### src/rtl/adder_pkg.sv
// adder_pkg: shared flag indices, flag type and carry-lookahead block size for the adder.
`ifndef WORD
`define WORD 64
`endif

package adder_pkg;
    localparam int FLAG_N  = 3;
    localparam int FLAG_Z  = 2;
    localparam int FLAG_C  = 1;
    localparam int FLAG_V  = 0;
    localparam int CLA_BLK = 4;
    typedef logic [3:0] nzcv_t;
endpackage

### src/rtl/adder_cla4.sv
// adder_cla4: 4-bit carry-lookahead slice with group generate/propagate for the block chain.
module adder_cla4 (
    input  logic [3:0] a,
    input  logic [3:0] b,
    input  logic       cin,
    output logic [3:0] sum,
    output logic       g,
    output logic       p,
    output logic       cout
);
    logic [3:0] gi, pi, c;
    assign gi   = a & b;
    assign pi   = a ^ b;
    assign c[0] = cin;
    assign c[1] = gi[0] | (pi[0] & cin);
    assign c[2] = gi[1] | (pi[1] & gi[0]) | (pi[1] & pi[0] & cin);
    assign c[3] = gi[2] | (pi[2] & gi[1]) | (pi[2] & pi[1] & gi[0]) | (pi[2] & pi[1] & pi[0] & cin);
    assign sum  = pi ^ c;
    assign g    = gi[3] | (pi[3] & gi[2]) | (pi[3] & pi[2] & gi[1]) | (pi[3] & pi[2] & pi[1] & gi[0]);
    assign p    = &pi;
    assign cout = g | (p & cin);
endmodule

### src/rtl/adder.sv
// adder: combinational two's-complement adder with NZCV flags; ADDER_FLAGS_REG_EN registers the flags.
module adder
    import adder_pkg::*;
#(
    parameter int WIDTH = `WORD
) (
    input  logic             clk,
    input  logic             rst,
    input  logic [WIDTH-1:0] a_in,
    input  logic [WIDTH-1:0] b_in,
    output logic [WIDTH-1:0] add_out,
    output logic [3:0]       flags_out
);
    localparam int NB = WIDTH / CLA_BLK;
    logic [NB-1:0] blk_g, blk_p, cout_unused;
    logic [NB:0]   carry;
    nzcv_t         flags_d;

    for (genvar i = 0; i < NB; i++) begin : g_slice
        adder_cla4 u_cla (
            .a    (a_in[i*CLA_BLK +: CLA_BLK]),
            .b    (b_in[i*CLA_BLK +: CLA_BLK]),
            .cin  (carry[i]),
            .sum  (add_out[i*CLA_BLK +: CLA_BLK]),
            .g    (blk_g[i]),
            .p    (blk_p[i]),
            .cout (cout_unused[i])
        );
    end

    // Block-level carries from each slice's group generate/propagate; nothing carries into slice 0.
    always_comb begin
        carry = '0;
        for (int k = 0; k < NB; k++) carry[k+1] = blk_g[k] | (blk_p[k] & carry[k]);
    end

    // NZCV from the current sum; V is same-sign operands producing a different-sign result.
    always_comb begin
        flags_d         = '0;
        flags_d[FLAG_N] = add_out[WIDTH-1];
        flags_d[FLAG_Z] = ~|add_out;
        flags_d[FLAG_C] = carry[NB];
        flags_d[FLAG_V] = (a_in[WIDTH-1] == b_in[WIDTH-1]) && (add_out[WIDTH-1] != a_in[WIDTH-1]);
    end

`ifdef ADDER_FLAGS_REG_EN
    nzcv_t flags_q;

    // Flag register loads every edge; reset wins and clears to zero.
    always_ff @(posedge clk) begin
        flags_q <= rst ? '0 : flags_d;
    end

    assign flags_out = flags_q;
`else
    logic clk_rst_unused;
    assign clk_rst_unused = clk ^ rst;
    assign flags_out      = flags_d;
`endif
endmodule

### config.mk
export PLATFORM = sky130hd
export DESIGN_NAME = adder
export DESIGN_NICKNAME = d
export VERILOG_FILES = /design/src/rtl/adder_pkg.sv /design/src/rtl/adder_cla4.sv /design/src/rtl/adder.sv
export SDC_FILE = /design/constraint.sdc
export NUM_CORES = 1
export LEC_CHECK = 0
export CAP_MARGIN = 20
export CORE_MARGIN = 2
export CORE_UTILIZATION = 39
export DETAILED_ROUTE_END_ITERATION = 10
export PLACE_DENSITY = 0.84
export SYNTH_ARGS = -nofsm -noshare
export SYNTH_HDL_FRONTEND = slang
export SYNTH_SLANG_ARGS = --single-unit
export TNS_END_PERCENT = 100
### constraint.sdc
create_clock -name vclk -period 7.45
set_input_delay 1.49 -clock vclk [all_inputs]
set_output_delay 1.49 -clock vclk [all_outputs]
set_load 0.01 [all_outputs]
==> results by group, run 1 <==
Run status
  – Status: did not finish
  – Fail Step: global routing
  – Log Error: [ERROR GRT-0232] Routing congestion too high. Check the congestion heatmap in the GUI.

Synthesis
  – Syn_nets: 607
  – Area share of the largest cell type after synthesis: around a quarter
  – Ranking of synthesized cells by area: ha_1 25%, fa_1 10%, xor2_1 6.6%, a21oi_1 5.0%, xnor2_1 4.1%
  – Yosys cell types: about 70
  – Avg Inst Size Synth: roughly 8.0 um2
  – Yosys warning count: 0
  – Cell accounting for the most synthesized area: ha_1
  – Post-Syn Instances: ~400
  – Mapped Area: around 3200 um2
  – Register area share after synthesis: 0%

Placed design
  – Final Wtd Congestion: 0.869
  – PortBufs: about 200
  – Placed Area: ~6500 um2
  – Dpl ws: -1280 ps
  – HPWL after DPL: about 13 mm

Timing
  – GRT worst endpoint: flags_out[2]
  – Worst EP Category: top-level output

Die
  – Die H: between 90 and 100 um
  – Row cnt: 33
  – Chip width: between 90 and 100 um
  – Initial cell density of the core: around two fifths
  – I/O pin cnt: a little under 200

Global routing
  – Largest net degree at the start of global routing: 7
  – Global-route usage over all layers: ~70%
  – Total gr overflow: between 60 and 70

Clocking
  – Hold Buf Count CTS: 0
-- through the flow --
step / cells / setup TNS (ps) / hold WS, ps / util [%]
3_5_place_dp: 865 / -1280 / 4110 / 80.9
2_1_floorplan: 397 / 0 / 3130 / -
3_3_place_gp: 865 / -1150 / 4100 / 80.9
4_1_cts: 902 / 0 / 3870 / 94.1
-- repair_timing --
action / CTS
pin swaps: 101
gates resized for setup: 294
buffers inserted: 38
setup endpoints to repair: 1
cloned: 0
-- kinds of logic after synthesis --
group                      share of synthesized area [%]
xor gates and xnor gates                            10.7
and+or+nand+nor                                     22.7
AOI/OAI and AO/OA                                   28.4
buffers and inverters                               1.88
muxes                                               1.29
adders and majority gates                           35.1
-- routing by layer --
metal	GRT usage, %	GRT overflow
met1	62.7	1
met3	48.4	0
met2	95.4	44
met4	81.0	19
met5	0	0
-- cell usage after synthesis (2+ instances only) --
master	n
a2111oi_0	2
a211oi_1	4
a21boi_0	2
a21o_1	16
a21oi_1	32
a311o_1	3
a31o_2	2
a31oi_1	4
and2_1	3
and3_1	3
fa_1	16
ha_1	64
inv_1	12
mux2i_1	3
nand2_1	26
nand2b_1	3
nand3_1	10
nand4_1	12
nor2_1	26
nor2b_1	5
nor3_1	15
nor4_1	12
o211ai_1	2
o21a_1	5
o21ai_0	11
o21ai_1	5
o21bai_1	4
o22ai_1	2
o2bb2ai_2	2
or2_2	6
or3_1	6
or4_1	2
xnor2_1	15
xor2_1	24
==> inputs of run 2 (changes only) <==
--- a/config.mk
+++ b/config.mk
@@ -7,9 +7,9 @@
 export LEC_CHECK = 0
 export CAP_MARGIN = 20
 export CORE_MARGIN = 2
-export CORE_UTILIZATION = 39
+export CORE_UTILIZATION = 30
 export DETAILED_ROUTE_END_ITERATION = 10
-export PLACE_DENSITY = 0.84
+export PLACE_DENSITY_LB_ADDON = 0.15
 export SYNTH_ARGS = -nofsm -noshare
 export SYNTH_HDL_FRONTEND = slang
 export SYNTH_SLANG_ARGS = --single-unit
==> results by group, run 2 <==
Global routing
  – First-pass GRT wire length: approximately 23 mm
  – Initial antenna violation count: 0
  – Largest net degree at the start of global routing: 9
  – Global-route usage over all layers: between 20% and 30%
  – Total gr overflow: 0
  – Number of global-route vias before repair: approximately 4900

Setup path
  – Buf+Inv Stages, Crit Path: 4
  – Max incr delay on CP: about 560 ps
  – Critical path data arrival time: roughly 5900 ps
  – Critical Path Sink Type: primary output
  – Slowest-stage cell, CP: or4_4
  – WS Path Type: in2out
  – Critical Path RT: roughly 6000 ps
  – CP cell instances: dlygate4sd2_1, ha_4, and3_1, and2_1, a22oi_2, nand3_2, nor2_2, inv_1, a21o_1, a21oi_2, inv_1, fa_1, or4_4, nor3_4, nand4_1, or3_1, nor4_2, nor4bb_4, nand4b_1, nor4_2, buf_2
  – CP top delay family: simple AND/OR/NAND/NOR gates
  – Crit Path Max Fanout: 4
  – Crit start category: primary input

Route
  – WL final: 14.2 mm
  – Post-DR wirelength/cell: roughly 15 um
  – TritonRoute pass-1 iters: 4
  – Vias after detailed routing: 4620
  – Antenna Violating Nets Remaining: 0
  – Detailed-route DRC error count: 0
  – Initial DRC count: around 120
  – Via density per instance: 4.97

Placed design
  – Final Wtd Congestion: 0.872 (+0.36%)
  – Placed Cells incl. Taps: 909 (+5.1%)
  – PortBufs: 196 (unchanged)
  – Placed Area: 6680 um2 (+2.1%)
  – HPWL after DPL: 11.9 mm (-8.8%)

Power
  – Comb power frac: 100.0%
  – Reg power frac: 0%
  – Internal power: approximately 440 uW
  – Switching part of the total: about 43%
  – Clock share of power: 0%
  – LEAKAGE: 0.00325 uW
  – Switching power: between 300 and 400 uW
  – Power after layout: roughly 770 uW
  – PD cells: between 100 and 150 nW/um2
  – Peak VDD IR: about 87 uV

Die
  – Die H: 107 um (+13%)
  – Row cnt: 37 (+12%)
  – I/O pin cnt: 198 (unchanged)
  – Area of the core: slightly above 10000 um2
  – Die area: 11500 um2
  – Initial cell density of the core: 30.9% (-8.5 points)
  – Chip width: 107 um (+13%)

Synthesis
  – Mapped Area: 3190 um2 (unchanged)
  – Synth cell count leaders: 64 x ha_1, 32 x a21oi_1, 26 x nand2_1, 26 x nor2_1, 24 x xor2_1
  – Cell accounting for the most synthesized area: ha_1
  – Largest family of logic cells by synthesized area: adder cells
  – Avg Inst Size Synth: 8.05 um2 (unchanged)
  – Synth Area in Adders: 35.1% (unchanged)
  – Post-synthesis xor/xnor area fraction: 10.7% (unchanged)
  – Yosys warning count: 0 (unchanged)
  – Area share of the largest cell type after synthesis: 25.1% (unchanged)
  – Ranking of synthesized cells by area: ha_1 25%, fa_1 10%, xor2_1 6.6%, a21oi_1 5.0%, xnor2_1 4.1%
  – Post-Synth Simple-Gate Area: 22.7% (unchanged)
  – Post-synthesis mux area share: 1.29% (unchanged)
  – Yosys cell types: 72 (unchanged)
  – Post-Syn Instances: 397 (unchanged)
  – Register area share after synthesis: 0% (unchanged)
  – Syn_nets: 607 (unchanged)
  – Synth Area in Compound Gates: 28.4% (unchanged)
  – Most frequent cell after synthesis: ha_1

Layout
  – Layout cell share with drive strength beyond 1: between 30% and 40%
  – Fillcell total: roughly 850
  – Nets: ~1000
  – Commonest non-fill, non-tap cell in the layout: buf_4
  – Diode count: 0
  – Seq cells: 0
  – Commonest non-fill, non-tap cells in the layout: 200 x buf_4, 136 x clkdlybuf4s50_1, 52 x dlygate4sd2_1, 39 x ha_1
  – Layout area overhead: 127%
  – Clk_buf instances: 0
  – Register area: 0 um2
  – Non-Filler Instances: between 900 and 1000
  – Fin area: approximately 7200 um2

Timing
  – Rel. slew slack: 66.8%
  – Period utilisation layout: 99.7%
  – Final Hold Viols: 0
  – Max Clock Freq: ~0.13 GHz
  – Final min period: 7430 ps
  – Worst Max-Slew Pin Slew: a little under 500 ps
  – Setup repair after global routing missed its margin: true
  – Final Max Tran Viols: 0
  – Setup Viol. Count Final: 0
  – Final TNS setup: 0 ps

Worst hold path
  – Worst hold-check path type: in2out

Clocking
  – Hold Buf Count CTS: 0 (unchanged)

Run status
  – Status: complete, no violations

Flow run
  – Max Cap Violations: 0
[run 2: timing repair]
action / CTS / global route
buffers inserted: 20 / 0
pin swaps: 61 / 0
gates resized for setup: 141 / 3
endpoints found under the hold margin: 0 / 0
endpoints found under the setup margin: 1 / 1
[run 2: layout make-up]
cell class                      instances  area [um2]  share of cell area (%)
Timing Repair Buffer                  398        3410                    47.0
Multi-Input combinational cell        382        3620                    49.9
Inverter                               13        48.8                   0.674
Tap cell                              136         170                    2.35
[run 2: power groups by stage]
stage | sequential, uW | combinational [uW] | clock, uW
finish | 0 | 772 | 0
floorplan | 0 | 287 | 0
global placement | 0 | 705 | 0
detailed placement | 0 | 716 | 0
CTS | 0 | 764 | 0
global route | 0 | 829 | 0
[run 2: cell families after synthesis]
logic type | count (synthesis)
multiplexers | 4
AO/OA/AOI/OAI | 122
AND/OR/NAND/NOR | 137
buffers and inverters | 15
adder cells (fa/ha/maj) | 80
XOR/XNOR | 39
[run 2: worst paths after layout]
kind	from	to	slack (ps)	depth (start not counted)
hold / removal	a_in[21]	add_out[22]	3970	5
setup / recovery	b_in[28]	flags_out[2]	20	21
[run 2: metal layers]
| layer | global-route usage (%) | part of all wire (%) | up-vias |
|---|---|---|---|
| li1 | - | - | 2330 |
| met1 | 30.4 | 44 | 2129 |
| met2 | 44.3 | 49 | 141 |
| met3 | 1.76 | 4.8 | 20 |
| met4 | 4.92 | 2.4 | 0 |
| met5 | 0 | 0 | - |
[run 2: worst min-delay path, cell delays in order]
cell,delay [ps]
buf_2,100
ha_4,120
o21bai_1,160
xor2_1,110
clkdlybuf4s50_1,490
[run 2: stage by stage]
step                      hold slack, ps  utilization, %  setup WS, ps
after floorplan                     3130               -           175
after global placement              4100            64.7         -1240
after detailed placement            4120            64.7         -1280
after CTS                           3950            70.1         0.486
after global routing                4000            70.2          -241
final                               3970            70.2          21.9
Power figures use the tool's default switching activity.
